File: src/rtl/ctrl_pkg.sv
// Shared types and encodings for the multi-cycle RV32I control unit.
package ctrl_pkg;

  typedef enum logic [3:0] {
    FETCH, DECODE, MEMADR, MEMREAD, MEMWB, MEMWRITE, EXECR,
    EXECI, ALUWB, BRANCH, JAL, JALR, LUI, TRAP
  } state_t;

  typedef enum logic [1:0] {AOP_ADD, AOP_SUB, AOP_FUNCT, AOP_PASSB} aluop_t;

  localparam logic [6:0] OP_LOAD   = 7'b0000011;
  localparam logic [6:0] OP_STORE  = 7'b0100011;
  localparam logic [6:0] OP_R      = 7'b0110011;
  localparam logic [6:0] OP_I      = 7'b0010011;
  localparam logic [6:0] OP_BRANCH = 7'b1100011;
  localparam logic [6:0] OP_JAL    = 7'b1101111;
  localparam logic [6:0] OP_JALR   = 7'b1100111;
  localparam logic [6:0] OP_LUI    = 7'b0110111;

  localparam logic [3:0] ALU_ADD   = 4'd0;
  localparam logic [3:0] ALU_SUB   = 4'd1;
  localparam logic [3:0] ALU_AND   = 4'd2;
  localparam logic [3:0] ALU_OR    = 4'd3;
  localparam logic [3:0] ALU_SLL   = 4'd4;
  localparam logic [3:0] ALU_SLT   = 4'd5;
  localparam logic [3:0] ALU_PASSB = 4'd6;
  localparam logic [3:0] ALU_XOR   = 4'd7;
  localparam logic [3:0] ALU_SRL   = 4'd8;
  localparam logic [3:0] ALU_SRA   = 4'd9;
  localparam logic [3:0] ALU_SLTU  = 4'd10;

  localparam logic [2:0] IMM_I = 3'b000;
  localparam logic [2:0] IMM_S = 3'b001;
  localparam logic [2:0] IMM_B = 3'b010;
  localparam logic [2:0] IMM_J = 3'b011;
  localparam logic [2:0] IMM_U = 3'b100;

  localparam logic [1:0] SRCA_PC    = 2'b00;
  localparam logic [1:0] SRCA_OLDPC = 2'b01;
  localparam logic [1:0] SRCA_RS1   = 2'b10;
  localparam logic [1:0] SRCB_RS2   = 2'b00;
  localparam logic [1:0] SRCB_IMM   = 2'b01;
  localparam logic [1:0] SRCB_FOUR  = 2'b10;
  localparam logic [1:0] RES_ALUOUT = 2'b00;
  localparam logic [1:0] RES_DATA   = 2'b01;
  localparam logic [1:0] RES_ALURES = 2'b10;

  function automatic logic branch_cond(input logic [2:0] f3, input logic zero,
                                       input logic lt, input logic ltu);
    case (f3)
      3'b000:  return zero;
      3'b001:  return !zero;
      3'b100:  return lt;
      3'b101:  return !lt;
      3'b110:  return ltu;
      3'b111:  return !ltu;
      default: return 1'b0;
    endcase
  endfunction

endpackage

File: src/rtl/alu_decoder.sv
// Combinational ALU control decode from op class, funct3 and funct7.
module alu_decoder
  import ctrl_pkg::*;
#(
  parameter int ALUCTRL_W = 4
) (
  input  aluop_t               aluop,
  input  logic                 rtype,
  input  logic [2:0]           funct3,
  input  logic [6:0]           funct7,
  output logic [ALUCTRL_W-1:0] aluctrl,
  output logic                 legal
);

  logic [3:0] code;

  always_comb begin
    code  = ALU_ADD;
    legal = 1'b1;
    case (funct3)
      3'b000:  code = (rtype && funct7[5]) ? ALU_SUB : ALU_ADD;
      3'b001:  code = ALU_SLL;
      3'b010:  code = ALU_SLT;
      3'b011:  code = ALU_SLTU;
      3'b100:  code = ALU_XOR;
      3'b101:  code = funct7[5] ? ALU_SRA : ALU_SRL;
      3'b110:  code = ALU_OR;
      default: code = ALU_AND;
    endcase
    // legality only matters for R-type and immediate shifts
    if (rtype)
      legal = (funct7 == 7'b0000000) ||
              (funct7 == 7'b0100000 && (funct3 == 3'b000 || funct3 == 3'b101));
    else if (funct3 == 3'b001)
      legal = (funct7 == 7'b0000000);
    else if (funct3 == 3'b101)
      legal = (funct7 == 7'b0000000) || (funct7 == 7'b0100000);
    case (aluop)
      AOP_ADD:   code = ALU_ADD;
      AOP_SUB:   code = ALU_SUB;
      AOP_PASSB: code = ALU_PASSB;
      default:   ;
    endcase
  end

  assign aluctrl = ALUCTRL_W'(code);

endmodule

File: src/rtl/multicycle_control_unit.sv
// Multi-cycle RV32I control FSM with memory handshake and sticky illegal trap.
// Define CU_FULL_BRANCH_EN to accept blt/bge/bltu/bgeu; otherwise they trap.
// state    | meaning
// FETCH    | read instr at PC, PC <= PC+4
// DECODE   | ALUOut <= OldPC + branch/jump offset
// MEMADR   | ALUOut <= rs1 + imm
// MEMREAD  | load request at ALUOut
// MEMWB    | rd <= load data
// MEMWRITE | store request at ALUOut
// EXECR    | register-register ALU op
// EXECI    | register-immediate ALU op
// ALUWB    | rd <= ALUOut (OldPC+4 for jalr)
// BRANCH   | compare, PC <= ALUOut if taken
// JAL      | PC <= ALUOut, ALUOut <= OldPC+4
// JALR     | PC <= rs1 + imm
// LUI      | ALUOut <= U immediate
// TRAP     | illegal instruction, parked until reset
module multicycle_control_unit
  import ctrl_pkg::*;
#(
  parameter int ALUCTRL_W = 4,
  parameter int IMMSRC_W  = 3
) (
  input  logic                 clk,
  input  logic                 rst_n,
  input  logic [31:0]          instr,
  input  logic                 Zero,
  input  logic                 LT,
  input  logic                 LTU,
  input  logic                 mem_ready,
  output logic                 mem_req,
  output logic                 MemWrite,
  output logic                 AdrSrc,
  output logic                 IRWrite,
  output logic                 PCWrite,
  output logic                 RegWrite,
  output logic [1:0]           ALUSrcA,
  output logic [1:0]           ALUSrcB,
  output logic [1:0]           ResultSrc,
  output logic [IMMSRC_W-1:0]  ImmSrc,
  output logic [ALUCTRL_W-1:0] ALUctrl,
  output logic                 illegal
);

  state_t     state, state_n;
  logic       run_q;
  aluop_t     aluop;
  logic [2:0] imm_sel;
  logic       funct_legal, br_legal, rtype;
  logic [6:0] opcode;
  logic [2:0] funct3;
  logic       unused_fields;

  assign opcode        = instr[6:0];
  assign funct3        = instr[14:12];
  assign rtype         = (opcode == OP_R);
  assign unused_fields = ^{instr[24:15], instr[11:7]};

`ifdef CU_FULL_BRANCH_EN
  assign br_legal = funct3[2] | ~funct3[1];
`else
  assign br_legal = (funct3[2:1] == 2'b00);
`endif

  alu_decoder #(.ALUCTRL_W(ALUCTRL_W)) u_alu_dec (
    .aluop  (aluop),
    .rtype  (rtype),
    .funct3 (funct3),
    .funct7 (instr[31:25]),
    .aluctrl(ALUctrl),
    .legal  (funct_legal)
  );

  // run_q holds off the first fetch until the cycle after reset release
  always_ff @(posedge clk or negedge rst_n) begin
    if (!rst_n) begin
      state <= FETCH;
      run_q <= 1'b0;
    end else begin
      state <= state_n;
      run_q <= 1'b1;
    end
  end

  always_comb begin
    state_n   = state;
    mem_req   = 1'b0;
    MemWrite  = 1'b0;
    AdrSrc    = 1'b0;
    IRWrite   = 1'b0;
    PCWrite   = 1'b0;
    RegWrite  = 1'b0;
    ALUSrcA   = SRCA_PC;
    ALUSrcB   = SRCB_RS2;
    ResultSrc = RES_ALUOUT;
    imm_sel   = IMM_I;
    aluop     = AOP_ADD;
    case (state)
      FETCH: begin
        ALUSrcB   = SRCB_FOUR;
        ResultSrc = RES_ALURES;
        if (run_q) begin
          mem_req = 1'b1;
          if (mem_ready) begin
            IRWrite = 1'b1;
            PCWrite = 1'b1;
            state_n = DECODE;
          end
        end
      end
      DECODE: begin
        ALUSrcA = SRCA_OLDPC;
        ALUSrcB = SRCB_IMM;
        // jal reuses this precomputed target, so it needs the J offset
        imm_sel = (opcode == OP_JAL) ? IMM_J : IMM_B;
        case (opcode)
          OP_LOAD, OP_STORE: state_n = MEMADR;
          OP_R:              state_n = funct_legal ? EXECR : TRAP;
          OP_I:              state_n = funct_legal ? EXECI : TRAP;
          OP_BRANCH:         state_n = br_legal ? BRANCH : TRAP;
          OP_JAL:            state_n = JAL;
          OP_JALR:           state_n = JALR;
          OP_LUI:            state_n = LUI;
          default:           state_n = TRAP;
        endcase
      end
      MEMADR: begin
        ALUSrcA = SRCA_RS1;
        ALUSrcB = SRCB_IMM;
        imm_sel = (opcode == OP_STORE) ? IMM_S : IMM_I;
        state_n = (opcode == OP_STORE) ? MEMWRITE : MEMREAD;
      end
      MEMREAD: begin
        mem_req = 1'b1;
        AdrSrc  = 1'b1;
        if (mem_ready) state_n = MEMWB;
      end
      MEMWB: begin
        ResultSrc = RES_DATA;
        RegWrite  = 1'b1;
        state_n   = FETCH;
      end
      MEMWRITE: begin
        mem_req  = 1'b1;
        MemWrite = 1'b1;
        AdrSrc   = 1'b1;
        if (mem_ready) state_n = FETCH;
      end
      EXECR: begin
        ALUSrcA = SRCA_RS1;
        aluop   = AOP_FUNCT;
        state_n = ALUWB;
      end
      EXECI: begin
        ALUSrcA = SRCA_RS1;
        ALUSrcB = SRCB_IMM;
        aluop   = AOP_FUNCT;
        state_n = ALUWB;
      end
      ALUWB: begin
        RegWrite = 1'b1;
        // jalr's ALUOut holds the target, so the link value is formed here
        if (opcode == OP_JALR) begin
          ALUSrcA   = SRCA_OLDPC;
          ALUSrcB   = SRCB_FOUR;
          ResultSrc = RES_ALURES;
        end
        state_n = FETCH;
      end
      BRANCH: begin
        ALUSrcA = SRCA_RS1;
        imm_sel = IMM_B;
        aluop   = AOP_SUB;
        PCWrite = branch_cond(funct3, Zero, LT, LTU);
        state_n = FETCH;
      end
      JAL: begin
        ALUSrcA = SRCA_OLDPC;
        ALUSrcB = SRCB_FOUR;
        imm_sel = IMM_J;
        PCWrite = 1'b1;
        state_n = ALUWB;
      end
      JALR: begin
        ALUSrcA   = SRCA_RS1;
        ALUSrcB   = SRCB_IMM;
        ResultSrc = RES_ALURES;
        PCWrite   = 1'b1;
        state_n   = ALUWB;
      end
      LUI: begin
        ALUSrcB = SRCB_IMM;
        imm_sel = IMM_U;
        aluop   = AOP_PASSB;
        state_n = ALUWB;
      end
      TRAP:    state_n = TRAP;
      default: state_n = FETCH;
    endcase
  end

  assign ImmSrc  = IMMSRC_W'(imm_sel);
  assign illegal = (state == TRAP);

endmodule

File: config.mk
export PLATFORM = sky130hd
export DESIGN_NAME = multicycle_control_unit
export DESIGN_NICKNAME = d
export VERILOG_FILES = /design/src/rtl/ctrl_pkg.sv /design/src/rtl/alu_decoder.sv /design/src/rtl/multicycle_control_unit.sv
export SDC_FILE = /design/constraint.sdc
export NUM_CORES = 1
export LEC_CHECK = 0
export BUFFER_PORTS_ARGS = -buffer_cell sky130_fd_sc_hd__clkbuf_2
export CELL_PAD_IN_SITES_DETAIL_PLACEMENT = 1
export CELL_PAD_IN_SITES_GLOBAL_PLACEMENT = 1
export CORE_UTILIZATION = 31
export DETAILED_ROUTE_END_ITERATION = 10
export PLACE_DENSITY = 0.89
export SETUP_SLACK_MARGIN = 0.2
export SYNTH_ARGS = -nofsm -noshare
export SYNTH_HDL_FRONTEND = slang
export SYNTH_SLANG_ARGS = --single-unit
File: constraint.sdc
create_clock -name clk -period 3.9 [get_ports clk]
set_input_delay 0 -clock clk [delete_from_list [all_inputs] [get_ports clk]]
set_output_delay 0 -clock clk [all_outputs]
set_load 0.01 [all_outputs]
# After elaboration in Yosys (flattened, before gate mapping)
# Index checks and enable logic that the tools add are counted.
[word_totals]
register_bits = 5
in_bits = 38
elab_cells = 98
[op_classes]
eq_ne = 35
n_mux = 36
n_reduce_logical = 25
[op_table]
columns = ["operator", "n"]
rows = [
  ["$pmux 4 s7", 3],
  ["$eq 7x6->1 const B", 4],
  ["$eq 4x4->1 const B", 6],
  ["$mux 4", 6],
  ["$pmux 2 s3", 4],
  ["$eq 7x7->1 const B", 3],
  ["$eq 4x3->1 const B", 4],
  ["$reduce_or 2->1", 8],
  ["$mux 1", 15],
  ["$pmux 3 s5", 1],
  ["$reduce_or 5->1", 3],
  ["$eq 3x3->1 const B", 4],
  ["$pmux 4 s3", 1],
  ["$eq 4x2->1 const B", 2],
  ["$ne 2x2->1 const B", 4],
  ["$eq 7x2->1 const B", 1],
  ["$eq 7x5->1 const B", 1],
  ["$logic_not 7->1", 1],
  ["$eq 3x2->1 const B", 2],
  ["$mux 3", 2],
  ["$pmux 1 s6", 1],
  ["$eq 4x1->1 const B", 1],
  ["$logic_not 2->1", 2],
  ["$logic_not 4->1", 1],
  ["11 further kinds", 16],
]

# Depth between registers and ports, before layout
[logic_depth]
depth_word = 8
ltp_mapped = 6
depth_no_buf = 5

# Modules after synthesis
# Synthesis repeated with hierarchy kept, for this count alone.
[hier_totals]
hier_cells = 143
hier_area_um2 = 1014.7
[modules_own_cells]
columns = ["mod", "n_inst", "cells_per_inst", "area_per_inst_um2"]
rows = [
  ["multicycle_control_unit", 1, 119, 843.3],
  ["alu_decoder", 1, 24, 171.4],
]

# Worst setup path after synthesis
# No wires, ideal clock.
[synth_path]
path_type = "register -> register"
start = "register state[3]"
end = "register state[1]"
setup_ns = 0.076
t_arrival_ns = 1.338
required_time_ns = 3.824
setup_slack_ns = 2.486
path_stages_with_launch = 7
path_buffers = 1
path_cell_list = "dfrtp_1 > clkbuf_1 > nor2_1 > nand2_1 > a211oi_1 > nand2_1 > o21ai_1"
[synth_between]
elab_chain_len = 3
elab_cells_between_ends = 18
cone_classes = "eq/ne (14); mux (1); reduce/logical (3)"
[synth_lines]
columns = ["item", "line_no", "source"]
rows = [
  ["start, declared", "multicycle_control_unit.sv:45", "state_t state, state_n;"],
  ["start signal, assigned", "multicycle_control_unit.sv:80", "state <= state_n;"],
  ["$eq 4x4->1, or another cell as far along", "multicycle_control_unit.sv:98", "case (state)"],
  ["$reduce_or 5->1 (no line) / $ne 2x2->1 (equally long branches)", "n/a", ""],
  ["$pmux 4 s7 / $reduce_and 4->1 (equally long branches)", "n/a", ""],
]
# Parallel ways exist; a longest one is shown, timed or not.
# A chain may end at the register's enable or synchronous reset.

# Worst setup path after layout
[layout_path]
start = "register state[3]"
end = "output port ImmSrc[0]"
[layout_between]
elab_chain_len = 2
elab_cells_between_ends = 6
cone_classes = "eq/ne (5); mux (1)"
[layout_lines]
columns = ["item", "line_no", "source"]
rows = [
  ["$eq 4x4->1, or another cell as far along", "multicycle_control_unit.sv:98", ""],
  ["$pmux 3 s5 (*)", "multicycle_control_unit.sv:98", ""],
  ["end, declared", "multicycle_control_unit.sv:40", "output logic [IMMSRC_W-1:0] ImmSrc,"],
]
# Mark *: on every way between the ends. The rest lies on a longest branch, timed or not.

==> run_results.csv <==
group,metric,value,unit
clocking,cts_tree,"done",
placement,dpl.hpwl,2380,um
outcome,outcome,"complete, no violations",
route,first_pass_iters,4,
placement,dp.cells,220,
finish,areaGrowthSynthToFinish,21.4,%
power,switching_power,304,uW
route,drc,0,
finish,nets,220,
job,cap_violations,0,
sta,slew-limit-headroom,56.1,%
sta,max_freq,497,MHz
synth,yosysTopAreaCellShare,12.4,%
clocking,path_clk_slew,0.05,ns
power,share_comb_of_total_power,65.9,%
route,vias,1157,
global_routing,grt_overflow,0,
sta,post-route-period-util,51.6,%
finish,drive_above_1_share,28.7,%
route,drtIter0Drc,47,
setup_path,cp_max_fo,19,
synth,synth.most_common_cell,"nor2_1",
synth,synth_cells,145,
sta,hold_ws,0.0907,ns
sta,finalClockSkew,0.000260,ns
clocking,cts-hold-fix-buffers,1,
clocking,cts_sinks,5,
worst_hold_path,hold_class,"input pin to flop",
global_routing,grt_usage,18.0,%
sta,min_period,2.01,ns
sta,fin_tns_setup,0,ns
synth,synth.top_cells.by_count,"nor2_1 (17), nand2_1 (16), o21ai_0 (12)",
sta,slew_violations,0,
finish,num_antenna_cells,0,
clocking,cts_root_buffer,"clkbuf_4",
placement,gp_congestion,0.872,
clocking,clk_latency,0.24,ns
route,detail-route-antenna-nets,0,
synth,synth_cell_types,48,
power,pwr-share-seq,23.4,%
setup_path,crit_path_start_kind,"flop",
power,powerDensity,462,nW/um^2
global_routing,grt_max_degree,24,
setup_path,crit_type,"flop to output port",
global_routing,grt_pass1_wl,5010,um
synth,synthesis.area,1010,um^2
power,swShare,53.7,%
global_routing,grt_pass1_vias,1088,
synth,avgSynthCellArea,6.96,um^2
sta,setup_viol,0,
route,via_per_inst,5.14,
floorplanning,start_util,32.8,%
floorplanning,die_area,3490,um^2
placement,io_buffers,42,
synth,synth_nets,183,
floorplanning,rows,20,
synth,yosysTopAreaCell,"dfrtp_1",
synth,synth.top_cells.by_area,"dfrtp_1 (12%), nor2_1 (6.3%), o21ai_0 (5.9%)",
setup_path,required,3.90,ns
floorplanning,core_area,3080,um^2
clocking,cts_max_level,1,
global_routing,antenna_found_initial,0,
route,routedWlPerCell,13.3,um
clocking,cts_buffers,3,
power,p_int,262,uW
synth,async_flop_share,100,%
sta,rsz0062_at_grt,"no",
floorplanning,io-pin-count,58,
route,totalWireLength,3000,um
floorplanning,die_w,59.1,um
power,leakagePower,0.000555,uW
synth,synth_seq_cells,5,
clocking,cts_buffer_depth,2,
floorplanning,die_height,59.1,um
synth,synth-seq-area-share,12.4,%
sta,worstMarginPinSlew,0.659,ns
clocking,postCtsResizedCells,0,
synth,synth_edf_count,0,
setup_path,worstPathArrival,2.01,ns
power,clkPwrFrac,10.6,%
finish,fin_util,39.8,%
setup_path,cp-end-kind,"output port",
sta,finalHoldViolCount,0,
power,vdd_drop_max,172,uV
clocking,cts_setup_buffers,0,
synth,yosysWarnings,0,
synth,synth_top_flop_cell,"dfrtp_1",
finish,final_cells,225,
-- cell type report --
class | instances | area, um^2
sequential | 5 | 125
clock buffer | 3 | 22.5
tap | 44 | 55.1
multi-input combinational | 124 | 779
fill | 421 | 1850
inverter | 5 | 18.8
clock inverter | 1 | 5.00
timing repair buffer | 43 | 220
-- per-layer routing --
metal | global-route usage [%] | vias to the layer above | share of wire, %
met5 | 0 | - | 0
met2 | 30.5 | 20 | 49
met3 | 1.31 | 0 | 1.6
li1 | - | 601 | -
met1 | 26.0 | 536 | 50
met4 | 1.02 | 0 | 0
-- worst max-delay path, cell delays in order, from the launching register on --
cell      delay [ns]
dfrtp_1         0.57
nor2_1          0.49
nand2_1         0.21
o32ai_1         0.30
clkbuf_2        0.19
-- cell families (layout without fill, tap and decap cells) --
logic type,after synthesis,count (layout),synth area share (%)
simple gates,65,65,34.1
compound gates,48,48,33.3
buf+inv,16,52,10.4
xor+xnor,6,6,5.20
flops,5,5,12.4
mux,4,4,4.21
other cells,1,1,0.371
-- flip-flops by register name, indices dropped and copies added (netlist names) --
signal,cells
state,4
run_q,1
-- stage by stage --
stage                     setup WS (ns)  instance area, um^2  power (uW)
after detailed placement           2.10                 1190         508
after global placement             2.09                 1190         496
after global routing               1.69                 1230         626
final                              1.89                 1230         566
after CTS                          1.89                 1230         572
after floorplan                    2.49                 1010         384
-- power groups by stage --
stage | registers [uW] | clock network (uW) | logic [uW]
5_1_grt | 141 | 66.9 | 418
3_5_place_dp | 133 | 0 | 374
2_1_floorplan | 77.4 | 0 | 306
6_report | 133 | 60.3 | 373
4_1_cts | 133 | 62.5 | 377
3_3_place_gp | 131 | 0 | 365
-- final timing paths --
check | cells after the start | from | to | slack (ns)
max | 4 | state[3] | ImmSrc[0] | 1.89
max in group asynchronous | 2 | rst_n | run_q | 3.67
min reg2reg | 4 | run_q | state[0] | 0.80
min in group asynchronous | 2 | rst_n | state[2] | 0.10
min | 2 | mem_ready | state[2] | 0.09
max reg2reg | 5 | state[3] | state[1] | 2.07
-- cells in the final DEF (no fill, tap or decap), types with 4 or more instances in the layout --
cell type and instances:
nor2b_1 5, nand2b_1 5, xor2_1 4, a211oi_1 6, nor3_1 5, nor2_1 17
clkbuf_2 42, o21ai_0 12, nand2_1 16, a21oi_1 8, dfrtp_1 5, inv_1 5
(Power assumes the default switching activity.)
